**src/rtl/tetris_pkg.sv**
```systemverilog
// Shared Tetris board constants: board geometry, colour width/codes,
// cell-address width, FSM state encoding and the cell-address helper.
package tetris_pkg;

    localparam int BOARD_W = 10;
    localparam int BOARD_H = 20;
    localparam int COLOR_W = 3;
    localparam int ADDR_W  = 8;

    typedef enum logic [COLOR_W-1:0] {
        CLR_EMPTY  = 3'd0,
        CLR_CYAN   = 3'd1,
        CLR_BLUE   = 3'd2,
        CLR_ORANGE = 3'd3,
        CLR_YELLOW = 3'd4,
        CLR_GREEN  = 3'd5,
        CLR_PURPLE = 3'd6,
        CLR_RED    = 3'd7
    } color_e;

    typedef enum logic [1:0] {
        IDLE   = 2'd0,
        ACCESS = 2'd1,
        RDWAIT = 2'd2
    } game_st_e;

    // Linear cell address: row-major, one word per cell.
    function automatic logic [ADDR_W-1:0] cell_addr(input int row, input int col, input int w);
        return ADDR_W'(row * w + col);
    endfunction

endpackage

```
**src/rtl/tetris_cell_map.sv**
```systemverilog
// Pixel-to-cell mapping: board window test, cell col/row, and the fetch slot
// (first pixel of each cell column).
module tetris_cell_map
    import tetris_pkg::*;
#(
    parameter int BOARD_W = tetris_pkg::BOARD_W,
    parameter int BOARD_H = tetris_pkg::BOARD_H,
    parameter int CELL_PX = 16,
    parameter int ORG_X   = 320,
    parameter int ORG_Y   = 80
) (
    input  logic              de,
    input  logic [9:0]        active_x,
    input  logic [9:0]        active_y,
    output logic              in_win,
    output logic              fetch,
    output logic [ADDR_W-1:0] addr
);

    int dx;
    int dy;

    // Window test and cell address; offsets are signed so left/above is rejected.
    always_comb begin
        dx     = int'(active_x) - ORG_X;
        dy     = int'(active_y) - ORG_Y;
        in_win = de && (dx >= 0) && (dx < BOARD_W * CELL_PX)
                    && (dy >= 0) && (dy < BOARD_H * CELL_PX);
        fetch  = in_win && ((dx % CELL_PX) == 0);
        addr   = in_win ? cell_addr(dy / CELL_PX, dx / CELL_PX, BOARD_W) : '0;
    end

endmodule

```
**src/rtl/tetris_board_arb.sv**
```systemverilog
// Board RAM arbiter: display fetch owns the single-port RAM on fetch
// pixels; game logic gets the remaining cycles through a small FSM.
// Optional build macro BOARD_ARB_BLANK_ONLY_EN restricts game grants to
// blanking (de=0) cycles.
module tetris_board_arb
    import tetris_pkg::*;
#(
    parameter int BOARD_W = tetris_pkg::BOARD_W,
    parameter int BOARD_H = tetris_pkg::BOARD_H,
    parameter int CELL_PX = 16,
    parameter int ORG_X   = 320,
    parameter int ORG_Y   = 80
) (
    input  logic               clk,
    input  logic               rst_n,
    input  logic               de,
    input  logic [9:0]         active_x,
    input  logic [9:0]         active_y,
    input  logic               game_req,
    input  logic               game_we,
    input  logic [3:0]         game_col,
    input  logic [4:0]         game_row,
    input  logic [COLOR_W-1:0] game_wdata,
    output logic               game_gnt,
    output logic [COLOR_W-1:0] game_rdata,
    output logic               game_rvalid,
    output logic               ram_en,
    output logic               ram_we,
    output logic [ADDR_W-1:0]  ram_addr,
    output logic [COLOR_W-1:0] ram_wdata,
    input  logic [COLOR_W-1:0] ram_rdata,
    output logic               pix_valid,
    output logic [COLOR_W-1:0] pix_color
);

    localparam int STAGES = 2;

    logic              in_win;
    logic              fetch;
    logic [ADDR_W-1:0] disp_addr;
    logic              gnt_ok;
    logic              oor;
    logic              oor_q;
    logic [COLOR_W-1:0] rd_now;
    logic [COLOR_W-1:0] rdata_q;
    logic [COLOR_W-1:0] last_color;
    logic              fetch_d1;
    logic [STAGES:1]   vld_pipe;
    game_st_e          state;

    tetris_cell_map #(
        .BOARD_W (BOARD_W),
        .BOARD_H (BOARD_H),
        .CELL_PX (CELL_PX),
        .ORG_X   (ORG_X),
        .ORG_Y   (ORG_Y)
    ) u_map (
        .de       (de),
        .active_x (active_x),
        .active_y (active_y),
        .in_win   (in_win),
        .fetch    (fetch),
        .addr     (disp_addr)
    );

`ifdef BOARD_ARB_BLANK_ONLY_EN
    assign gnt_ok = !fetch && !de;
`else
    assign gnt_ok = !fetch;
`endif

    assign oor    = (int'(game_col) >= BOARD_W) || (int'(game_row) >= BOARD_H);
    assign rd_now = oor_q ? '0 : ram_rdata;

    // RAM port mux: display first, then a pending game access; quiet in reset.
    always_comb begin
        ram_en    = 1'b0;
        ram_we    = 1'b0;
        ram_addr  = '0;
        ram_wdata = '0;
        game_gnt  = 1'b0;
        if (rst_n) begin
            if (fetch) begin
                ram_en   = 1'b1;
                ram_addr = disp_addr;
            end else if (state == ACCESS && gnt_ok) begin
                game_gnt = 1'b1;
                if (!oor) begin
                    ram_en    = 1'b1;
                    ram_we    = game_we;
                    ram_addr  = cell_addr(int'(game_row), int'(game_col), BOARD_W);
                    ram_wdata = game_we ? game_wdata : '0;
                end
            end
        end
    end

    // Read data is returned combinationally in RDWAIT (RAM latency is one
    // cycle) and held in rdata_q afterwards.
    assign game_rvalid = (state == RDWAIT);
    assign game_rdata  = (state == RDWAIT) ? rd_now : rdata_q;

    // Game access FSM.
    always_ff @(posedge clk or negedge rst_n) begin
        if (!rst_n) begin
            state   <= IDLE;
            oor_q   <= 1'b0;
            rdata_q <= '0;
        end else begin
            case (state)
                IDLE: if (game_req) state <= ACCESS;
                ACCESS: if (game_gnt) begin
                    state <= game_we ? IDLE : RDWAIT;
                    oor_q <= oor;
                end
                RDWAIT: begin
                    state   <= IDLE;
                    rdata_q <= rd_now;
                end
                default: state <= IDLE;
            endcase
        end
    end

    // Pixel pipeline: stage 1 issues the read, stage 2 captures RAM data.
    always_ff @(posedge clk or negedge rst_n) begin
        if (!rst_n) begin
            vld_pipe   <= '0;
            fetch_d1   <= 1'b0;
            last_color <= '0;
            pix_color  <= '0;
        end else begin
            vld_pipe <= {vld_pipe[STAGES-1:1], in_win};
            fetch_d1 <= fetch;
            if (fetch_d1) last_color <= ram_rdata;
            pix_color <= vld_pipe[1] ? (fetch_d1 ? ram_rdata : last_color) : '0;
        end
    end

    assign pix_valid = vld_pipe[STAGES];

endmodule

```
**config.mk**
```make
export PLATFORM = sky130hd
export DESIGN_NAME = tetris_board_arb
export DESIGN_NICKNAME = d
export VERILOG_FILES = /design/src/rtl/tetris_pkg.sv /design/src/rtl/tetris_cell_map.sv /design/src/rtl/tetris_board_arb.sv
export SDC_FILE = /design/constraint.sdc
export NUM_CORES = 1
export LEC_CHECK = 0
export BUFFER_PORTS_ARGS = -buffer_cell sky130_fd_sc_hd__buf_2
export CAP_MARGIN = 40
export CORE_MARGIN = 5
export CORE_UTILIZATION = 45
export DETAILED_ROUTE_END_ITERATION = 12
export PLACE_DENSITY = 0.76
export SYNTH_ARGS = -nofsm -noshare
export SYNTH_HDL_FRONTEND = slang
export SYNTH_HIERARCHICAL = 1
export SYNTH_SLANG_ARGS = --single-unit
```
**constraint.sdc**
```tcl
create_clock -name clk -period 12.3 [get_ports clk]
set_clock_uncertainty 0.1 [all_clocks]
set_input_delay 2.46 -clock clk [delete_from_list [all_inputs] [get_ports clk]]
set_output_delay 2.46 -clock clk [all_outputs]
set_load 0.01 [all_outputs]
```
# After elaboration in Yosys (flattened, before gate mapping)
# Index checks and enable logic that the tools add are counted.
[classes]
add_sub_neg = 6
multipliers = 2
n_div = 0
order_cmp = 6
eq_ne = 4
shift = 0
n_mux = 29
n_bitwise = 2
n_reduce_logical = 14
[ops]
columns = ["op", "n"]
rows = [
  ["8-bit 2-to-1 mux", 5],
  ["32-bit by 1-bit adder with 32-bit output", 1],
  ["32-bit by 1-bit >= comparator with 1-bit output, second input constant", 1],
  ["32-bit logical NOT", 1],
  ["32-bit by 10-bit < comparator with 1-bit output, second input constant", 1],
  ["32-bit by 4-bit multiplier with 7-bit output, second input constant", 1],
  ["3-bit 2-to-1 mux", 9],
  ["11-bit by 1-bit >= comparator with 1-bit output, second input constant", 1],
  ["11-bit by 9-bit < comparator with 1-bit output, second input constant", 1],
  ["1-bit 2-to-1 mux", 11],
  ["10-bit by 7-bit subtractor with 11-bit output, second input constant", 1],
  ["10-bit by 9-bit subtractor with 11-bit output, second input constant", 1],
  ["8-bit by 1-bit adder with 8-bit output", 1],
  ["8-bit by 4-bit adder with 8-bit output", 1],
  ["8-bit adder", 1],
  ["4-bit OR reduction", 2],
  ["5-bit by 3-bit multiplier with 7-bit output, second input constant", 1],
  ["1-bit logical AND", 6],
  ["2-bit 2-to-1 mux", 3],
  ["5-bit >= comparator, second input constant", 1],
  ["4-bit >= comparator, second input constant", 1],
  ["2-bit != test, second input constant", 2],
  ["2-bit case mux with 2 select lines", 1],
  ["2-bit AND reduction", 2],
  ["6 further kinds", 7],
]
[totals]
register_bits = 15
latchBits = 0
ram_bits = 0
rom_bits = 0
wordCells = 70
mem_count = 0

# Logic depth before layout (Yosys ltp)
[depth]
depth_word = 14
mapped_depth = 22

# Modules after synthesis
# Netlist, hierarchy kept.
[by_module_without_submodules]
columns = ["mod", "n_inst", "cells_per_inst", "area_each_um2", "seq_area_each_um2"]
rows = [
  ["tetris_cell_map", 1, 123, 989.7, 0.0],
  ["tetris_board_arb", 1, 87, 939.7, 375.4],
]

# Worst setup path after synthesis
# No wires, ideal clock.
[synth_path]
path_kind = "input to output"
start = "in active_y[4]"
end = "out ram_addr[7]"
arrival_time_ps = 6381
required_time_ps = 9740
path_slack_ps = 3359
cell_stages = 22
n_path_buf = 1
cell_sequence = "inv_1 > ha_1 > buf_6 > nor2b_4 > nor4_2 > o41a_1 > ha_1 > nor2b_1 > nand2_1 > xnor2_1 > a22oi_1 > xnor2_1 > ha_1 > ha_1 > fa_1 > ha_1 > nor3_1 > o21ai_0 > a31o_2 > nor2b_1 > mux2_1 > a22o_1"
[synth_lines]
columns = ["item", "line_no", "source"]
rows = [
  ["from (decl)", "tetris_board_arb.sv:18", "input logic [9:0] active_y,"],
  ["10-bit by 7-bit subtractor with 11-bit output *", "tetris_cell_map.sv:26", "dy = int'(active_y) - ORG_Y;"],
  ["1-bit AND (no source line)", "-", ""],
  ["32-bit by 1-bit adder with 32-bit output (no source line)", "-", ""],
  ["32-bit by 4-bit multiplier with 7-bit output", "tetris_pkg.sv:29", "return ADDR_W'(row * w + col);"],
  ["8-bit adder", "tetris_pkg.sv:29", ""],
  ["8-bit 2-to-1 mux *", "tetris_cell_map.sv:30", "addr = in_win ? cell_addr(dy / CELL_PX, dx / CELL_PX, BOARD_W) : '0;"],
  ["named net disp_addr[7]", "tetris_board_arb.sv:40", "logic [ADDR_W-1:0] disp_addr;"],
  ["8-bit 2-to-1 mux *", "tetris_board_arb.sv:83", "if (fetch) begin"],
  ["8-bit 2-to-1 mux *", "tetris_board_arb.sv:82", "if (rst_n) begin"],
  ["to (decl)", "tetris_board_arb.sv:29", "output logic [ADDR_W-1:0] ram_addr,"],
]
# The timed path passes the listed nets; every way through them passes the cells marked *.

# Final worst setup path
# Ends and elaborated chain as after synthesis.

==> results_dict.tcl <==
set metrics [dict create \
    powerDensity_mw_per_mm2 94.77 \
    irDropWorstVdd_v 0.00003490 \
    min_period_over_period 0.7859 \
    cp_cell_sequence "buf_2 > inv_1 > ha_1 > nor2b_4 > nor4_2 > o41a_1 > ha_1 > nor2b_1 > nand2_1 > xnor2_1 > a22oi_1 > xnor2_1 > ha_1 > ha_1 > fa_1 > ha_1 > nor3_1 > o21ai_0 > a31o_2 > nor2b_1 > mux2_1 > a22o_1 > buf_2" \
    cts_buffer_depth 2 \
    initial_core_util 0.4721 \
    r2r_cells 3 \
    cts.sinks 15 \
    place_ws_ps 2602 \
    critical_path.max_stage_delay_ps 440 \
    critPathBufInv 3 \
    avgSynthCellArea_um2 9.187 \
    die_x_um 75.48 \
    worstMarginPinSlew_ps 470.0 \
    finalMaxSlewViolations 0 \
    crit_path_max_fanout 9 \
    holdWs_ps 326.4 \
    cts_resized 0 \
    finalNonFillerCells 318 \
    hp-start "vld_pipe[1]" \
    synth_area_leaders "dfrtp_1 (19%), ha_1 (18%), xnor2_1 (5.4%)" \
    drive_gt1_frac 0.2985 \
    fin_ws_ps 2633 \
    nFillCells 380 \
    tritoncts "done" \
    die_h_um 75.48 \
    layout.nets 340 \
    setup_viol 0 \
    via_per_inst 5.201 \
    cpMostUsedCell "ha_1" \
    syn_to_final_growth_pct 18.61 \
    ys_warn_count 6 \
    fmax_mhz 103.4 \
    critPathLaunchType "primary input" \
    synth_common_cells "ha_1 (27), inv_1 (19), dfrtp_1 (15)" \
    maxCapViolations 0 \
    row_count 23 \
    clk_pin_slew_ps 60 \
    cp.arrival_ps 7110 \
    worst_slew_margin_rel 0.6867 \
    power_uw 216.9 \
    cts_root_buffer "clkbuf_8" \
    synth_area_mm2 0.001929 \
    numCtsBuffers 3 \
    clock_insertion_delay_worst_skew_ps 240 \
    post_cts_buffers 0 \
    multi_input_area_mm2 0.001428 \
    drc 0 \
    post-dp-hpwl_mm 3.558 \
    top_level_ports 62 \
    syn_inst 210 \
    place.gp.congestion 0.7881 \
    ys_async_sr_fraction 1.000 \
    antennaDiodeCount 0 \
    grt_pass1_vias 1569 \
    track_usage 0.1468 \
    yosysMostFrequentCell "ha_1" \
    worstSetupEndpointType "primary output" \
    wirelength_mm 4.070 \
    synth-simple-area-share 0.2043 \
    synth_xor_area_frac 0.1154 \
    worstHoldPathCells 0 \
    htree_levels 1 \
    die_area_mm2 0.005697 \
    gr-total-overflow 0 \
    drtPass1Iterations 4 \
    whs_endpoint "vld_pipe[2]" \
    cpMaxStageDelayCell "fa_1" \
    synth_edf_count 0 \
    status "complete, no violations" \
    vias 1654 \
    cts.hold.buffers_added 0 \
    grt_pass1_wl_mm 6.672 \
    p_leak_uw 0.001233 \
    criticalPathCategory "primary input to primary output" \
    rsz0062_at_grt "no" \
    avgRoutedWirePerCell_um 12.80 \
    finalHoldViolCount 0 \
    synth_compound_area_frac 0.1751 \
    setup_tns_ps 0 \
    yosysSeqAreaShare 0.1946 \
    r2r_setup_slack_ps 10770 \
    crit_family "adder cells" \
    netlist.area_leader.share 0.1946 \
    synth_top_family_by_area "adder cells" \
    fin_crit_ps 9667 \
    yosysUniqueCellTypes 55 \
    antenna_found_initial 0 \
    hp-class "register to register" \
    placed_cells 314 \
    grt_max_degree 18 \
    rr_startpoint "state[1]" \
    seqCellArea_um2 375.4 \
    syn_nets 281 \
    io_buffers 61 \
    yosys_register_bits 15 \
    synth_top_cell_by_area "dfrtp_1" \
    synthMuxAreaShare 0.02853 \
    worstPathRequired_ps 9740 \
    postRouteAntennaNets 0 \
    coreArea_mm2 0.004086 \
    worstReg2RegEnd "oor_q" \
    synth_fa_ha_area_frac 0.2166 \
    ys.flop_type "dfrtp_1" \
    drt_iter0_drc 38 \
]
cells in the final DEF (no fill, tap or decap), types with 2 or more instances in the layout:
cell and instances:
and3_1 4, nor3b_1 2, clkbuf_8 3, xor2_1 9, nor2_1 12, a22o_1 8
nor3_1 5, ha_1 27, nand2b_1 5, xnor2_1 12, a21oi_1 8, inv_1 19
nor2b_1 6, nand3_1 2, o21ai_0 12, a21o_1 4, dfrtp_1 15, a21boi_0 2
nand2_1 7, and2_1 7, buf_2 61, mux2_2 3, fa_1 4
area by class of cell:
type	instances	area share
multi-input cells	169	0.6238
repair buffers	61	0.1334
flip-flops and latches	15	0.1640
clock buffers	3	0.01804
clock inverters	1	0.002187
inverters	19	0.03116
well taps	50	0.02734
logic make-up after synthesis:
family	Yosys count
mux	5
flops	15
fa+ha+maj	31
xor+xnor	23
buf+inv	26
simple gates	64
compound gates	46
power by group:
part | switching, µW | internal [µW] | leakage, µW
clock network | 16.1 | 22.4 | 0.0000255
registers | 3.10 | 57.2 | 0.000200
logic | 61.5 | 56.6 | 0.00101
total | 80.7 | 136 | 0.00123
flip-flops by register name (all words and copies together) (netlist names):
name and count:
rdata_q 3, last_color 3, oor_q 1, fetch_d1 1, vld_pipe 2, state 2, pix_color 3
layer usage:
metal / part of all wire / vias to the layer above / track usage
met4: 0.0020 / 0 / 0.03301
li1: - / 861 / -
met1: 0.47 / 755 / 0.1976
met5: 0 / - / 0
met3: 0.059 / 2 / 0.01583
met2: 0.47 / 36 / 0.2531
through the flow:
step           area [µm²]    util
2_1_floorplan        1929       -
3_3_place_gp         2242  0.5487
3_5_place_dp         2242  0.5487
4_1_cts              2288  0.5600
5_1_grt              2288  0.5600
6_report             2288  0.5600
how the worst max path moves through the flow:
stage	cells past startpoint	startpoint	slack, ps	end
after floorplan	22	active_y[4]	3360	ram_addr[7]
after global placement	23	active_y[4]	2790	ram_addr[7]
after detailed placement	23	active_y[4]	2600	ram_addr[7]
after CTS	23	active_y[4]	2600	ram_addr[7]
after global routing	23	active_y[4]	2240	ram_addr[7]
final	23	active_y[4]	2630	ram_addr[7]
Power figures use the tool's default switching activity.
